$ cat src/rtl/irq_ctrl.sv
// irq_ctrl: eight-source priority interrupt controller for the AVR-style core.
// Sources latch on rising edges into PENDING. ENABLE masks them, and bit 0 has
// the highest priority. One vector at a time is presented to the core over an
// int_req / int_ack handshake, and reti retires in-service levels.
// Optional build macro: IRQ_NESTING_EN allows higher-priority sources to preempt
// a running handler. Without it the controller is strictly single-level.
module irq_ctrl #(
    parameter logic [15:0] VECTOR_BASE = 16'd2,
    parameter logic [15:0] VECTOR_STEP = 16'd2
) (
    input  logic        clock,
    input  logic        reset,
    input  logic [7:0]  irq_in,
    input  logic        cfg_we,
    input  logic [1:0]  cfg_addr,
    input  logic [7:0]  cfg_wdata,
    output logic [7:0]  cfg_rdata,
    output logic        int_req,
    output logic [15:0] int_vector,
    input  logic        int_ack,
    input  logic        reti
);

    typedef enum logic [1:0] {
        ST_IDLE = 2'd0,
        ST_REQ  = 2'd1,
        ST_SVC  = 2'd2
    } state_t;

    state_t      state_q, state_d;
    logic [2:0]  sel_q, sel_d;
    logic [7:0]  enable_q, enable_d;
    logic [7:0]  pending_q, pending_d;
    logic [7:0]  inservice_q, inservice_d;
    logic [7:0]  irq_prev_q, irq_prev_d;

    logic [7:0]  edges;
    logic [7:0]  cand;
    logic [2:0]  cand_sel;
    logic [7:0]  w1c_mask;
    logic [7:0]  sel_mask;
    logic [7:0]  pend_after_cfg;
    logic        ack_hit;
    logic        reti_hit;
    logic        preempt_ok;

    // Index of the lowest set bit; callers only use it when the vector is nonzero.
    function automatic logic [2:0] lowest_idx(input logic [7:0] v);
        lowest_idx = 3'd0;
        for (int i = 7; i >= 0; i--) begin
            if (v[i]) lowest_idx = 3'(i);
        end
    endfunction

    // Isolate the lowest set bit as a one-hot mask.
    function automatic logic [7:0] lowest_bit(input logic [7:0] v);
        return v & (~v + 8'd1);
    endfunction

    // Edge detection, register writes, pending and in-service next values.
    always_comb begin
        irq_prev_d     = irq_in;
        edges          = irq_in & ~irq_prev_q;
        cand           = pending_q & enable_q;
        cand_sel       = lowest_idx(cand);
        w1c_mask       = (cfg_we && cfg_addr == 2'd1) ? cfg_wdata : 8'h00;
        enable_d       = (cfg_we && cfg_addr == 2'd0) ? cfg_wdata : enable_q;
        sel_mask       = 8'b1 << sel_q;
        ack_hit        = (state_q == ST_REQ) && int_ack;
        reti_hit       = reti && (inservice_q != 8'h00);
        // A fresh edge always overrides a clear on the same bit.
        pend_after_cfg = (pending_q & ~w1c_mask) | edges;
        pending_d      = (pending_q & ~w1c_mask & ~(ack_hit ? sel_mask : 8'h00)) | edges;
        inservice_d    = inservice_q;
        if (reti_hit) inservice_d = inservice_q & ~lowest_bit(inservice_q);
        if (ack_hit)  inservice_d = inservice_d | sel_mask;
`ifdef IRQ_NESTING_EN
        preempt_ok     = (cand != 8'h00) && (cand_sel < lowest_idx(inservice_q));
`else
        preempt_ok     = 1'b0;
`endif
    end

    // Request FSM: choose, hold, withdraw or retire the presented vector.
    always_comb begin
        state_d = state_q;
        sel_d   = sel_q;
        case (state_q)
            ST_IDLE: begin
                if (cand != 8'h00 && inservice_q == 8'h00) begin
                    state_d = ST_REQ;
                    sel_d   = cand_sel;
                end
            end
            ST_REQ: begin
                if (ack_hit) begin
                    state_d = ST_SVC;
                end else if (!(pend_after_cfg[sel_q] && enable_d[sel_q])) begin
                    // A withdrawn nested request falls back to the handler still running.
                    state_d = (inservice_d != 8'h00) ? ST_SVC : ST_IDLE;
                end
            end
            ST_SVC: begin
                if (reti_hit) begin
                    if (inservice_d == 8'h00) state_d = ST_IDLE;
                end else if (preempt_ok) begin
                    state_d = ST_REQ;
                    sel_d   = cand_sel;
                end
            end
            default: begin
                state_d = ST_IDLE;
            end
        endcase
    end

    // Register-window read mux and core-facing outputs.
    always_comb begin
        int_req    = (state_q == ST_REQ);
        int_vector = VECTOR_BASE + VECTOR_STEP * {13'd0, sel_q};
        case (cfg_addr)
            2'd0:    cfg_rdata = enable_q;
            2'd1:    cfg_rdata = pending_q;
            2'd2:    cfg_rdata = inservice_q;
            default: cfg_rdata = {4'd0, sel_q, int_req};
        endcase
    end

    // State registers with synchronous reset.
    always_ff @(posedge clock) begin
        if (reset) begin
            state_q     <= ST_IDLE;
            sel_q       <= 3'd0;
            enable_q    <= 8'h00;
            pending_q   <= 8'h00;
            inservice_q <= 8'h00;
            irq_prev_q  <= 8'h00;
        end else begin
            state_q     <= state_d;
            sel_q       <= sel_d;
            enable_q    <= enable_d;
            pending_q   <= pending_d;
            inservice_q <= inservice_d;
            irq_prev_q  <= irq_prev_d;
        end
    end

endmodule

$ cat config.mk
export PLATFORM = sky130hd
export DESIGN_NAME = irq_ctrl
export DESIGN_NICKNAME = d
export VERILOG_FILES = /design/src/rtl/irq_ctrl.sv
export SDC_FILE = /design/constraint.sdc
export NUM_CORES = 1
export LEC_CHECK = 0
export ABC_AREA = 1
export CAP_MARGIN = 20
export CORE_MARGIN = 4
export CORE_UTILIZATION = 51
export DETAILED_ROUTE_END_ITERATION = 6
export MAX_ROUTING_LAYER = met4
export PLACE_DENSITY_LB_ADDON = 0.25
export SLEW_MARGIN = 0
export SYNTH_ARGS = -nofsm -noshare
export SYNTH_HDL_FRONTEND = slang
export SYNTH_SLANG_ARGS = --single-unit
$ cat constraint.sdc
create_clock -name clock -period 2.12 [get_ports clock]
set_input_delay 0.636 -clock clock [delete_from_list [all_inputs] [get_ports clock]]
set_output_delay 0.636 -clock clock [all_outputs]
set_load 0.005 [all_outputs]
==> flow_metrics.env, run 1 <==
export IMPL_syn_area_per_cell_um2=6.299
export IMPL_holdCritPathClass="flop to flop"
export IMPL_slowest_delay_ps=210
export IMPL_worst_setup_path_start_kind="input port"
export IMPL_arrival_ps=1460
export IMPL_cts_tree="yes"
export IMPL_setup_viol=0
export IMPL_critPathCaptureType="output pin"
export IMPL_powerDensity_nw_per_um2=593.5
export IMPL_cp_common_cell="buf_4"
export IMPL_finalHoldViolCount=0
export IMPL_syn_area_um2=2223
export IMPL_yosysWarningCount=0
export IMPL_multi_input_area_um2=1257
export IMPL_clk_pin_slew_ps=80
export IMPL_path_cells="buf_4 > nor2_4 > buf_4 > nand2_1 > nand3_1 > clkdlybuf4s15_1"
export IMPL_cp_data_required_time_ps=1480
export IMPL_status="complete, no violations"
export IMPL_fin_skew_ps=7.335
export IMPL_drive_above_1_share_pct=20.60
export IMPL_nets=460
export IMPL_clock_latency_ps=300
export IMPL_hold_depth=3
export IMPL_h_tree_depth=2
export IMPL_antenna_found_initial=0
export IMPL_diodes=0
export IMPL_place_area_um2=2849
export IMPL_place_ws_ps=-751.5
export IMPL_setup_slack_ps=23.80
export IMPL_initial_core_util_pct=54.03
export IMPL_maxCapViolCount=0
export IMPL_cts_buffers=5
export IMPL_num_rows=23
export IMPL_portBuffers=35
export IMPL_overflow=0
export IMPL_slowest_stage="clkdlybuf4s15_1"
export IMPL_final_area_um2=3052
export IMPL_ant_nets=0
export IMPL_finalPower_mw=1.811
export IMPL_synth_cells=353
export IMPL_grt_pass1_vias=2364
export IMPL_synthTopCellsByArea="dfxtp_1 (33%), nand2_1 (15%), nor2_1 (12%)"
export IMPL_vias=2500
export IMPL_period_minus_slack_ps=2096
export IMPL_ff2ff_setup_slack_ps=280
export IMPL_num_io_pins=48
export IMPL_grt_usage_pct=25.79
export IMPL_wl_per_cell_um=13.33
export IMPL_synth_top_cell_area_share_pct=33.31
export IMPL_drtIter0Drc=209
export IMPL_critical_path_class="input port to output pin"
export IMPL_r2r_end="state_q[1]"
export IMPL_die_w_um=74.03
export IMPL_vdd_drop_max_mv=0.5275
export IMPL_clock_path_buffers=2
export IMPL_drc=0
export IMPL_power_leakage_nw=1.516
export IMPL_seqCellArea_um2=748.2
export IMPL_via_per_inst=5.187
export IMPL_cts_root_buf="clkbuf_8"
export IMPL_n_fill_cell=340
export IMPL_dieArea_um2=5480
export IMPL_ys_types=31
export IMPL_finalSetupTns_ps=0
export IMPL_slew_violations=0
export IMPL_place_gp_congestion=0.9234
export IMPL_period_share_pct=98.88
export IMPL_dp_hpwl_um=4853
export IMPL_holdWs_ps=509.4
export IMPL_core_area_um2=4115
export IMPL_hold_start="irq_prev_q[2]"
export IMPL_grt_max_degree=33
export IMPL_grt_pass1_wl_um=10340
export IMPL_fmaxAchievable_mhz=477.1
export IMPL_die_y_um=74.03
export IMPL_synth_seq_cells=37
export IMPL_dr_pass1_iters=5
export IMPL_min_to="pending_q[2]"
export IMPL_netlist_top_cell_by_area="dfxtp_1"
export IMPL_ys_seq_area_share_pct=33.31
export IMPL_area_growth_pct=37.25
export IMPL_drt_wl_total_um=6424
export IMPL_cts_sinks=37
export IMPL_reg2reg_from="sel_q[0]"
export IMPL_cp_max_fo=6
export IMPL_reg2reg_depth=13
==> flip-flops by register name, summed over array words and instances, names as in the netlist <==
signal       count
sel_q            3
irq_prev_q       8
enable_q         8
pending_q        8
inservice_q      8
state_q          2
==> repair_timing <==
action | CTS | global route
gates cloned | 0 | 0
resized for setup | 41 | 19
hold buffers | 0 | 0
setup endpoints to repair | 14 | 10
buffers inserted | 8 | 1
pin swaps | 2 | 3
==> area by class of cell <==
class / count / area share [%]
Multi-Input combinational cell: 261 / 41.21
Inverter: 46 / 5.863
Clock buffer: 6 / 2.706
Timing Repair Buffer: 80 / 22.43
Tap cell: 50 / 2.050
Sequential cell: 37 / 24.52
Clock inverter: 2 / 1.230
==> Yosys cell counts <==
cell / count
nor2_1: 70
nor3_1: 4
inv_1: 43
nand3_1: 21
nand3b_1: 1
conb_1: 1
a211oi_1: 1
and3_1: 2
nand4_1: 7
o21ai_0: 4
or4_1: 1
nand2_2: 2
a21oi_1: 16
nor3_2: 1
a31oi_1: 2
ha_1: 6
nor2_2: 2
a21oi_2: 2
nor2_4: 2
a32oi_1: 1
nand2_1: 89
o21ai_1: 9
inv_2: 3
buf_4: 13
o21ai_2: 1
nand3_2: 2
nand2_4: 1
o2111ai_1: 2
buf_6: 1
dfxtp_1: 37
clkbuf_1: 6
==> where the power goes <==
group | internal, mW | switching, mW | leakage (nW)
clock | 0.383 | 0.273 | 0.0574
combinational | 0.179 | 0.207 | 1.15
sequential | 0.734 | 0.0366 | 0.306
==> through the flow <==
stage	util, %	std cells
global placement	69.23	466
detailed placement	69.23	466
CTS	73.58	482
finish	74.16	482
floorplan	-	364
global route	74.16	482
==> placed cells by master (no fill, tap or decap), drive strengths merged, types with 2 or more instances in the layout <==
master,instances
dlygate4sd2,5
nand2,92
dlymetal6s2s,2
clkdlybuf4s50,19
nand3,23
a31oi,2
buf,50
dfxtp,37
a21oi,18
conb,12
inv,45
o21ai,14
nand4,7
ha,6
clkbuf,9
o2111ai,2
clkinvlp,2
and3,2
nor3,5
nor2,74
==> how the worst max path moves through the flow <==
stage,startpoint,to,cells past startpoint
4_1_cts,cfg_addr[1],cfg_rdata[1],8
6_report,cfg_addr[0],cfg_rdata[4],6
5_1_grt,cfg_addr[0],cfg_rdata[4],6
3_5_place_dp,cfg_addr[1],cfg_rdata[1],7
2_1_floorplan,sel_q[0],state_q[1],13
3_3_place_gp,cfg_addr[1],cfg_rdata[1],7
==> metal layers <==
| layer | wire [um] | GRT usage (%) | up-vias |
|---|---|---|---|
| li1 | - | - | 1244 |
| met1 | 2670 | 30.17 | 1125 |
| met2 | 3090 | 42.22 | 114 |
| met3 | 497 | 5.405 | 17 |
| met4 | 166 | 11.87 | 0 |
| met5 | 0 | - | - |
==> cell families (layout without fill, tap and decap cells) <==
kind of cell	after synthesis	in the layout	synth area share, %
compound gates	38	38	9.792
buf+inv	66	134	13.67
simple gates	205	205	39.67
other cells	1	12	0.1687
flops	37	37	33.31
fa+ha+maj	6	6	3.376
==> worst max-delay path, delay by kind of cell <==
| family | cells | cell delay, ps |
|---|---|---|
| buf+inv | 3 | 530 |
| simple gates | 3 | 300 |
(Power assumes the default switching activity.)
==> run 2: changes to the inputs <==
Settings changed: HOLD_SLACK_MARGIN set to 0.12.
==> results of run 2 <==
The final DEF is identical to that of run 1; final timing and power are the same.
